<file path="config.mk">
export PLATFORM = sky130hd
export DESIGN_NAME = masked_subbytes_seq
export DESIGN_NICKNAME = d
export VERILOG_FILES = /design/src/rtl/masked_aes_pkg.sv /design/src/rtl/masked_remask_byte.sv /design/src/rtl/masked_subbytes_seq.sv
export SDC_FILE = /design/constraint.sdc
export NUM_CORES = 1
export LEC_CHECK = 0
export ABC_AREA = 1
export CORE_MARGIN = 1.5
export CORE_UTILIZATION = 45
export CTS_BUF_LIST = sky130_fd_sc_hd__clkbuf_4 sky130_fd_sc_hd__clkbuf_8
export DETAILED_ROUTE_END_ITERATION = 7
export GPL_ROUTABILITY_DRIVEN = 0
export PLACE_DENSITY = 0.75
export SLEW_MARGIN = 0
export SYNTH_ARGS = -nofsm -noshare
export SYNTH_HDL_FRONTEND = slang
export SYNTH_SLANG_ARGS = --single-unit
export TNS_END_PERCENT = 100
</file>
<file path="constraint.sdc">
create_clock -name clk -period 3.1 [get_ports clk]
set_input_delay 0.62 -clock clk [delete_from_list [all_inputs] [get_ports clk]]
set_output_delay 0.62 -clock clk [all_outputs]
set_load 0.005 [all_outputs]
</file>
<file path="src/rtl/masked_aes_pkg.sv">
`default_nettype none
// ============================================================================
// Module      : masked_aes_pkg
// Description : Shared types and helpers for the two-random-bit masked AES
//               datapath: sequencer state encoding, the per-bit mask class
//               table and the class-mask expansion function.
// Revision    : 1.0 - initial release
// ============================================================================
package masked_aes_pkg;

    typedef enum logic [2:0] {
        IDLE  = 3'd0,
        FEED  = 3'd1,
        DRAIN = 3'd2,
        REMA  = 3'd3,
        REMB  = 3'd4,
        DONE  = 3'd5
    } state_e;

    // Mask class of each bit position: 1 = m1, 2 = m2, 3 = m3 (m1 ^ m2).
    // Index 0 is bit 0. The S-box output shares the input's classes.
    localparam logic [1:0] MASK_CLASS [8] = '{
        2'd2, 2'd3, 2'd3, 2'd1, 2'd1, 2'd2, 2'd1, 2'd2
    };

    // Expand a (m1, m2) pair into the 8-bit mask vector applied to a byte.
    function automatic logic [7:0] class_mask(input logic m1, input logic m2);
        logic [7:0] v;
        v = '0;
        for (int b = 0; b < 8; b++) begin
            case (MASK_CLASS[b])
                2'd1:    v[b] = m1;
                2'd2:    v[b] = m2;
                2'd3:    v[b] = m1 ^ m2;
                default: v[b] = 1'b0;
            endcase
        end
        return v;
    endfunction

endpackage
`default_nettype wire

</file>
<file path="src/rtl/masked_remask_byte.sv">
`default_nettype none
// ============================================================================
// Module      : masked_remask_byte
// Description : One step of the two-step byte remask. rem_sel=0 adds the
//               new mask pair, rem_sel=1 removes the old pair. Only one
//               mask vector is ever XORed in a given step, so the byte is
//               never exposed with both pairs cancelling in one gate level.
// Revision    : 1.0 - initial release
// ============================================================================
module masked_remask_byte
    import masked_aes_pkg::*;
(
    input  logic [7:0] din,
    input  logic       add_m1,
    input  logic       add_m2,
    input  logic       rem_m1,
    input  logic       rem_m2,
    input  logic       rem_sel,
    output logic [7:0] dout
);

    logic [7:0] step_mask;

    // Select the mask vector for the current step, then apply it.
    always_comb begin
        step_mask = rem_sel ? class_mask(rem_m1, rem_m2)
                            : class_mask(add_m1, add_m2);
        dout      = din ^ step_mask;
    end

endmodule
`default_nettype wire

</file>
<file path="src/rtl/masked_subbytes_seq.sv">
`default_nettype none
// ============================================================================
// Module      : masked_subbytes_seq
// Description : Sequencer around the two-random-bit masked AES S-box.
//               Latches a 128-bit masked state, streams its 16 bytes one per
//               cycle into the S-box, collects the results in place and
//               presents the masked SubBytes state.
//               Optional build macro MASKED_SUBBYTES_REMASK_EN: when defined,
//               the result is refreshed to the fresh (rnd_m1, rnd_m2) pair
//               in two registered steps (add new, then remove old).
// Revision    : 1.0 - initial release
// ============================================================================
module masked_subbytes_seq
    import masked_aes_pkg::*;
#(
    parameter int SBOX_LAT = 0   // S-box pipeline depth, 0..4
) (
    input  logic         clk,
    input  logic         rst_n,
    input  logic         in_valid,
    output logic         in_ready,
    input  logic [127:0] in_state,
    input  logic         in_m1,
    input  logic         in_m2,
    input  logic         rnd_m1,
    input  logic         rnd_m2,
    output logic [7:0]   sb_in,
    output logic         sb_m1,
    output logic         sb_m2,
    input  logic [7:0]   sb_out,
    output logic         out_valid,
    input  logic         out_ready,
    output logic [127:0] out_state,
    output logic         out_m1,
    output logic         out_m2
);

`ifdef MASKED_SUBBYTES_REMASK_EN
    localparam state_e AFTER_SBOX = REMA;
`else
    localparam state_e AFTER_SBOX = DONE;
`endif
    localparam logic [2:0] DRAIN_LAST = 3'(SBOX_LAT - 1);

    state_e       st_q, st_d;
    logic [3:0]   cnt_q, cnt_d;       // byte being fed
    logic [2:0]   drain_q, drain_d;   // cycles spent in DRAIN
    logic [127:0] data_q, data_d;     // input bytes, overwritten by results
    logic         m1_q, m1_d, m2_q, m2_d;
    logic         in_ready_q, in_ready_d;
    logic         out_valid_q, out_valid_d;
    logic [7:0]   sb_in_q, sb_in_d;
    logic         sb_m1_q, sb_m1_d, sb_m2_q, sb_m2_d;
    logic         out_m1_q, out_m1_d, out_m2_q, out_m2_d;
    logic         fin_m1, fin_m2;

    // Capture position: cycles since the first feed cycle; the byte whose
    // result is on sb_out now was fed SBOX_LAT cycles earlier.
    logic [4:0]   cap_pos;
    logic [5:0]   cap_diff;
    logic         cap_en;
    logic [3:0]   cap_idx;

`ifdef MASKED_SUBBYTES_REMASK_EN
    logic         n1_q, n1_d, n2_q, n2_d;   // fresh mask pair
    logic [127:0] rem_out;

    for (genvar i = 0; i < 16; i++) begin : g_remask
        masked_remask_byte u_remask (
            .din     (data_q[8*i +: 8]),
            .add_m1  (n1_q),
            .add_m2  (n2_q),
            .rem_m1  (m1_q),
            .rem_m2  (m2_q),
            .rem_sel (st_q == REMB),
            .dout    (rem_out[8*i +: 8])
        );
    end
`else
    logic         unused_rnd;
    assign unused_rnd = rnd_m1 ^ rnd_m2;
`endif

    // Next-state, datapath and registered-output computation.
    always_comb begin
        st_d    = st_q;
        cnt_d   = cnt_q;
        drain_d = drain_q;
        data_d  = data_q;
        m1_d    = m1_q;
        m2_d    = m2_q;
`ifdef MASKED_SUBBYTES_REMASK_EN
        n1_d    = n1_q;
        n2_d    = n2_q;
`endif

        cap_pos  = (st_q == DRAIN) ? (5'd16 + {2'b00, drain_q}) : {1'b0, cnt_q};
        cap_diff = {1'b0, cap_pos} - 6'(SBOX_LAT);
        cap_en   = ((st_q == FEED) || (st_q == DRAIN)) && !cap_diff[5];
        cap_idx  = cap_diff[3:0];

        case (st_q)
            IDLE: begin
                if (in_valid) begin
                    data_d  = in_state;
                    m1_d    = in_m1;
                    m2_d    = in_m2;
`ifdef MASKED_SUBBYTES_REMASK_EN
                    n1_d    = rnd_m1;
                    n2_d    = rnd_m2;
`endif
                    cnt_d   = 4'd0;
                    drain_d = 3'd0;
                    st_d    = FEED;
                end
            end
            FEED: begin
                cnt_d = cnt_q + 4'd1;
                if (cnt_q == 4'hF) begin
                    st_d = (SBOX_LAT > 0) ? DRAIN : AFTER_SBOX;
                end
            end
            DRAIN: begin
                drain_d = drain_q + 3'd1;
                if (drain_q == DRAIN_LAST) begin
                    st_d = AFTER_SBOX;
                end
            end
`ifdef MASKED_SUBBYTES_REMASK_EN
            REMA: begin
                data_d = rem_out;
                st_d   = REMB;
            end
            REMB: begin
                data_d = rem_out;
                st_d   = DONE;
            end
`endif
            DONE: begin
                if (out_ready) begin
                    st_d = IDLE;
                end
            end
            default: st_d = IDLE;
        endcase

        // Results land in place; the slot was already fed, so no later
        // feed reads it.
        if (cap_en) begin
            data_d[{cap_idx, 3'b000} +: 8] = sb_out;
        end

`ifdef MASKED_SUBBYTES_REMASK_EN
        fin_m1 = n1_d;
        fin_m2 = n2_d;
`else
        fin_m1 = m1_d;
        fin_m2 = m2_d;
`endif

        in_ready_d  = (st_d == IDLE);
        out_valid_d = (st_d == DONE);
        sb_in_d     = (st_d == FEED) ? data_d[{cnt_d, 3'b000} +: 8] : 8'h00;
        sb_m1_d     = ((st_d == FEED) || (st_d == DRAIN)) ? m1_d : 1'b0;
        sb_m2_d     = ((st_d == FEED) || (st_d == DRAIN)) ? m2_d : 1'b0;
        out_m1_d    = (st_d == DONE) ? fin_m1 : 1'b0;
        out_m2_d    = (st_d == DONE) ? fin_m2 : 1'b0;
    end

    // State, data and output registers with synchronous active-low reset.
    always_ff @(posedge clk) begin
        if (!rst_n) begin
            st_q        <= IDLE;
            cnt_q       <= '0;
            drain_q     <= '0;
            data_q      <= '0;
            m1_q        <= 1'b0;
            m2_q        <= 1'b0;
`ifdef MASKED_SUBBYTES_REMASK_EN
            n1_q        <= 1'b0;
            n2_q        <= 1'b0;
`endif
            in_ready_q  <= 1'b1;
            out_valid_q <= 1'b0;
            sb_in_q     <= '0;
            sb_m1_q     <= 1'b0;
            sb_m2_q     <= 1'b0;
            out_m1_q    <= 1'b0;
            out_m2_q    <= 1'b0;
        end else begin
            st_q        <= st_d;
            cnt_q       <= cnt_d;
            drain_q     <= drain_d;
            data_q      <= data_d;
            m1_q        <= m1_d;
            m2_q        <= m2_d;
`ifdef MASKED_SUBBYTES_REMASK_EN
            n1_q        <= n1_d;
            n2_q        <= n2_d;
`endif
            in_ready_q  <= in_ready_d;
            out_valid_q <= out_valid_d;
            sb_in_q     <= sb_in_d;
            sb_m1_q     <= sb_m1_d;
            sb_m2_q     <= sb_m2_d;
            out_m1_q    <= out_m1_d;
            out_m2_q    <= out_m2_d;
        end
    end

    assign in_ready  = in_ready_q;
    assign out_valid = out_valid_q;
    assign sb_in     = sb_in_q;
    assign sb_m1     = sb_m1_q;
    assign sb_m2     = sb_m2_q;
    assign out_m1    = out_m1_q;
    assign out_m2    = out_m2_q;
    // Only a finished result is ever visible on the output bus.
    assign out_state = out_valid_q ? data_q : '0;

endmodule
`default_nettype wire

</file>
==> run metrics <==
Worst-Margin Slew=0.6086 ns; fin crit share=0.9444; crit path launch=st_q[2]$_SDFF_PN0_; status=completed; Max Fclk=approximately 340 MHz; Worst Path Arrival=around 3.3 ns; Fin Setup TNS=0 ns; sequential cell area=slightly above 3000 µm²; worst setup margin=0.1723 ns; Yosys Warn Count=0; Die Span Y=roughly 160 µm; final slew viol count=0; Syn Std Cell Area=10510 µm²; RSZ-0062 raised after global routing=yes; Rel. slew slack=0.5917; crit path max-delay cell type=dfxtp_1; worst-path fanout max=8; Static Leak=between 7 and 8 nW; total power=between 5 and 6 mW; n_diodes=0; Post-Syn Area per Cell=5.661 µm²; crit-path cells=nor2_4, nand2_2, nand2_1, nand2_4, buf_4, inv_1, ha_1, nand4_2, nor2_4, nand2_1, nand3_1, nand3_1, nand3_1, nand3_1, nand2_1, nor2_1; routed len/inst=~16 µm; crit-path max cell delay=around 0.35 ns; Mapped Cells=approximately 1.9k; Reg2Reg Depth=16; Max rail drop VDD=between 0.0002 and 0.00025 V; Core Area=22780 µm²; pre-CTS WS=-0.06902 ns; syn_nets=around 2k; vias per inst=around 5.2; CTS tree=built; Die Span X=around 160 µm; # setup viols final=0; final instance area=14360 µm²; Clock Tree Root=clkbuf_8; worst-skew pair later-pin latency=around 0.48 ns; largest net degree at the start of global routing=between 70 and 80; crit path launch type=register; first-pass GRT wire length=between 50000 and 60000 µm; Post-synth EDFFs=0; multi-input combinational cell area=between 6000 and 7000 µm²; vias in the first global route=between 10k and 15k; Final Hold Viols=0; Final nets=between 2k and 2.5k; Top Ports=approximately 290; Critical Path RT=3.47 ns; type of the worst setup path=reg -> reg; GR Overflow Total=0; DP Area=~14000 µm²; Starting Density=0.4613; Non-Filler Instances=2441; RR Startpoint=st_q[2]$_SDFF_PN0_; DRT iter0 DRCs=1435; DR pass1 iterations=6; Port Buf Inserts=roughly 280; Yosys cell types=39; Min-Delay Startpoint=drain_q[1]$_SDFFE_PN0P_; number of cell rows=between 50 and 60; layout cell share with drive strength beyond 1=0.07754; CP most frequent cell=nand3_1; CP endpoint kind=register; Placed Instances=2404; TritonCTS Buffers=17; # fillers=approximately 2.2k; die area=approximately 24000 µm²; Primary FF master, synth=dfxtp_1; initial antenna violation count=0; maxcap violations=0; min Tclk post-route=about 3 ns; worst hold slack=between 0.4 and 0.5 ns; routed vias=around 13k; most frequent cells in the layout=nand2_1, nand3_1, clkdlybuf4s50_1; Final Core Density=0.6306; clk sink count=roughly 150; Syn-to-layout area delta=36.70%; final WL=38320 µm; Post-DRT Antenna Nets=0; Clock Skew=between 0.015 and 0.02 ns; CTS Buffer Depth=2; Hold Path Class=reg -> reg; Reg clk slew, reported paths=roughly 0.08 ns; flops & latches, synth=154; most common cell after layout, fill and taps aside=nand2_1; pwr dens=approximately 370 nW/µm²; sequential fraction of the synthesis area=0.2934; H-tree Lvls=4; Worst Hold Depth=2; drt drc=0; GRT Util Overall=0.3108; async set-reset flop share out of synthesis=0; DPL Wire Length=between 20000 and 30000 µm
## metal layers
| layer | vias to the layer above | GRT usage | wire [µm] |
|---|---|---|---|
| met3 | 117 | 0.05111 | 3615 |
| met5 | - | 0 | 0 |
| met2 | 670 | 0.5007 | 17020 |
| li1 | 6293 | - | - |
| met4 | 0 | 0.1288 | 1439 |
| met1 | 5697 | 0.4119 | 16250 |
## registers in the layout, summed over array words and instances (netlist names), 3 cells and up
register  count
sb_in         8
drain_q       3
cnt_q         4
data_q      128
st_q          3
## worst max-delay path, delay by kind of cell, from the launching register on
family,cells,cell delay [ns]
flip-flops,1,0.35
buffers and inverters,2,0.39
adder cells (fa/ha/maj),1,0.25
AND/OR/NAND/NOR,13,1.81
## cells in the mapped netlist (8+ instances only)
master      n  share of area
o21ai_1    24          0.011
dfxtp_1   154           0.29
buf_1      10         0.0036
a21oi_1    53          0.025
nand3_1   293           0.14
inv_2      11         0.0039
nand2_1   694           0.25
nor2_1    198          0.071
o211ai_1    8         0.0057
o21ai_0    23          0.011
nor3_1      9         0.0043
nand2_2    13         0.0077
buf_2      16         0.0076
clkbuf_1   67          0.024
nor2_2      8         0.0048
inv_1     206          0.074
## worst paths after layout
kind	to	slack, ns
worst max-delay path	sb_in[3]$_SDFF_PN0_	0.17
worst min-delay path	drain_q[1]$_SDFFE_PN0P_	0.49
worst min register to register	drain_q[1]$_SDFFE_PN0P_	0.49
worst max register to register	sb_in[3]$_SDFF_PN0_	0.17
## power by group
| part | internal, mW | switching (mW) |
|---|---|---|
| Combinational | 0.561 | 0.809 |
| Sequential | 2.11 | 0.0753 |
| Clock | 0.995 | 0.796 |
## layout make-up
cell class,count,area share
Multi-Input combinational cell,1380,0.4343
Timing Repair Buffer,342,0.2333
Sequential cell,154,0.2149
Inverter,221,0.05845
Tap cell,313,0.02726
Clock buffer,20,0.01829
Clock inverter,11,0.01350
## logic make-up (layout without fill, tap and decap cells)
kind of cell,Yosys count,after routing,share of synthesized area
mux,5,5,0.004763
simple gates,1245,1245,0.5049
flops,154,154,0.2934
buf+inv,322,594,0.1215
compound gates,123,123,0.06716
fa+ha+maj,7,7,0.008335
## repair_timing
| action | 4_1_cts | 5_1_grt |
|---|---|---|
| buffers inserted | 0 | 6 |
| setup endpoints to repair | 6 | 8 |
| hold buffers | 0 | 0 |
| resized for setup | 4 | 14 |
| pin swaps | 0 | 3 |
(Power assumes the default switching activity.)
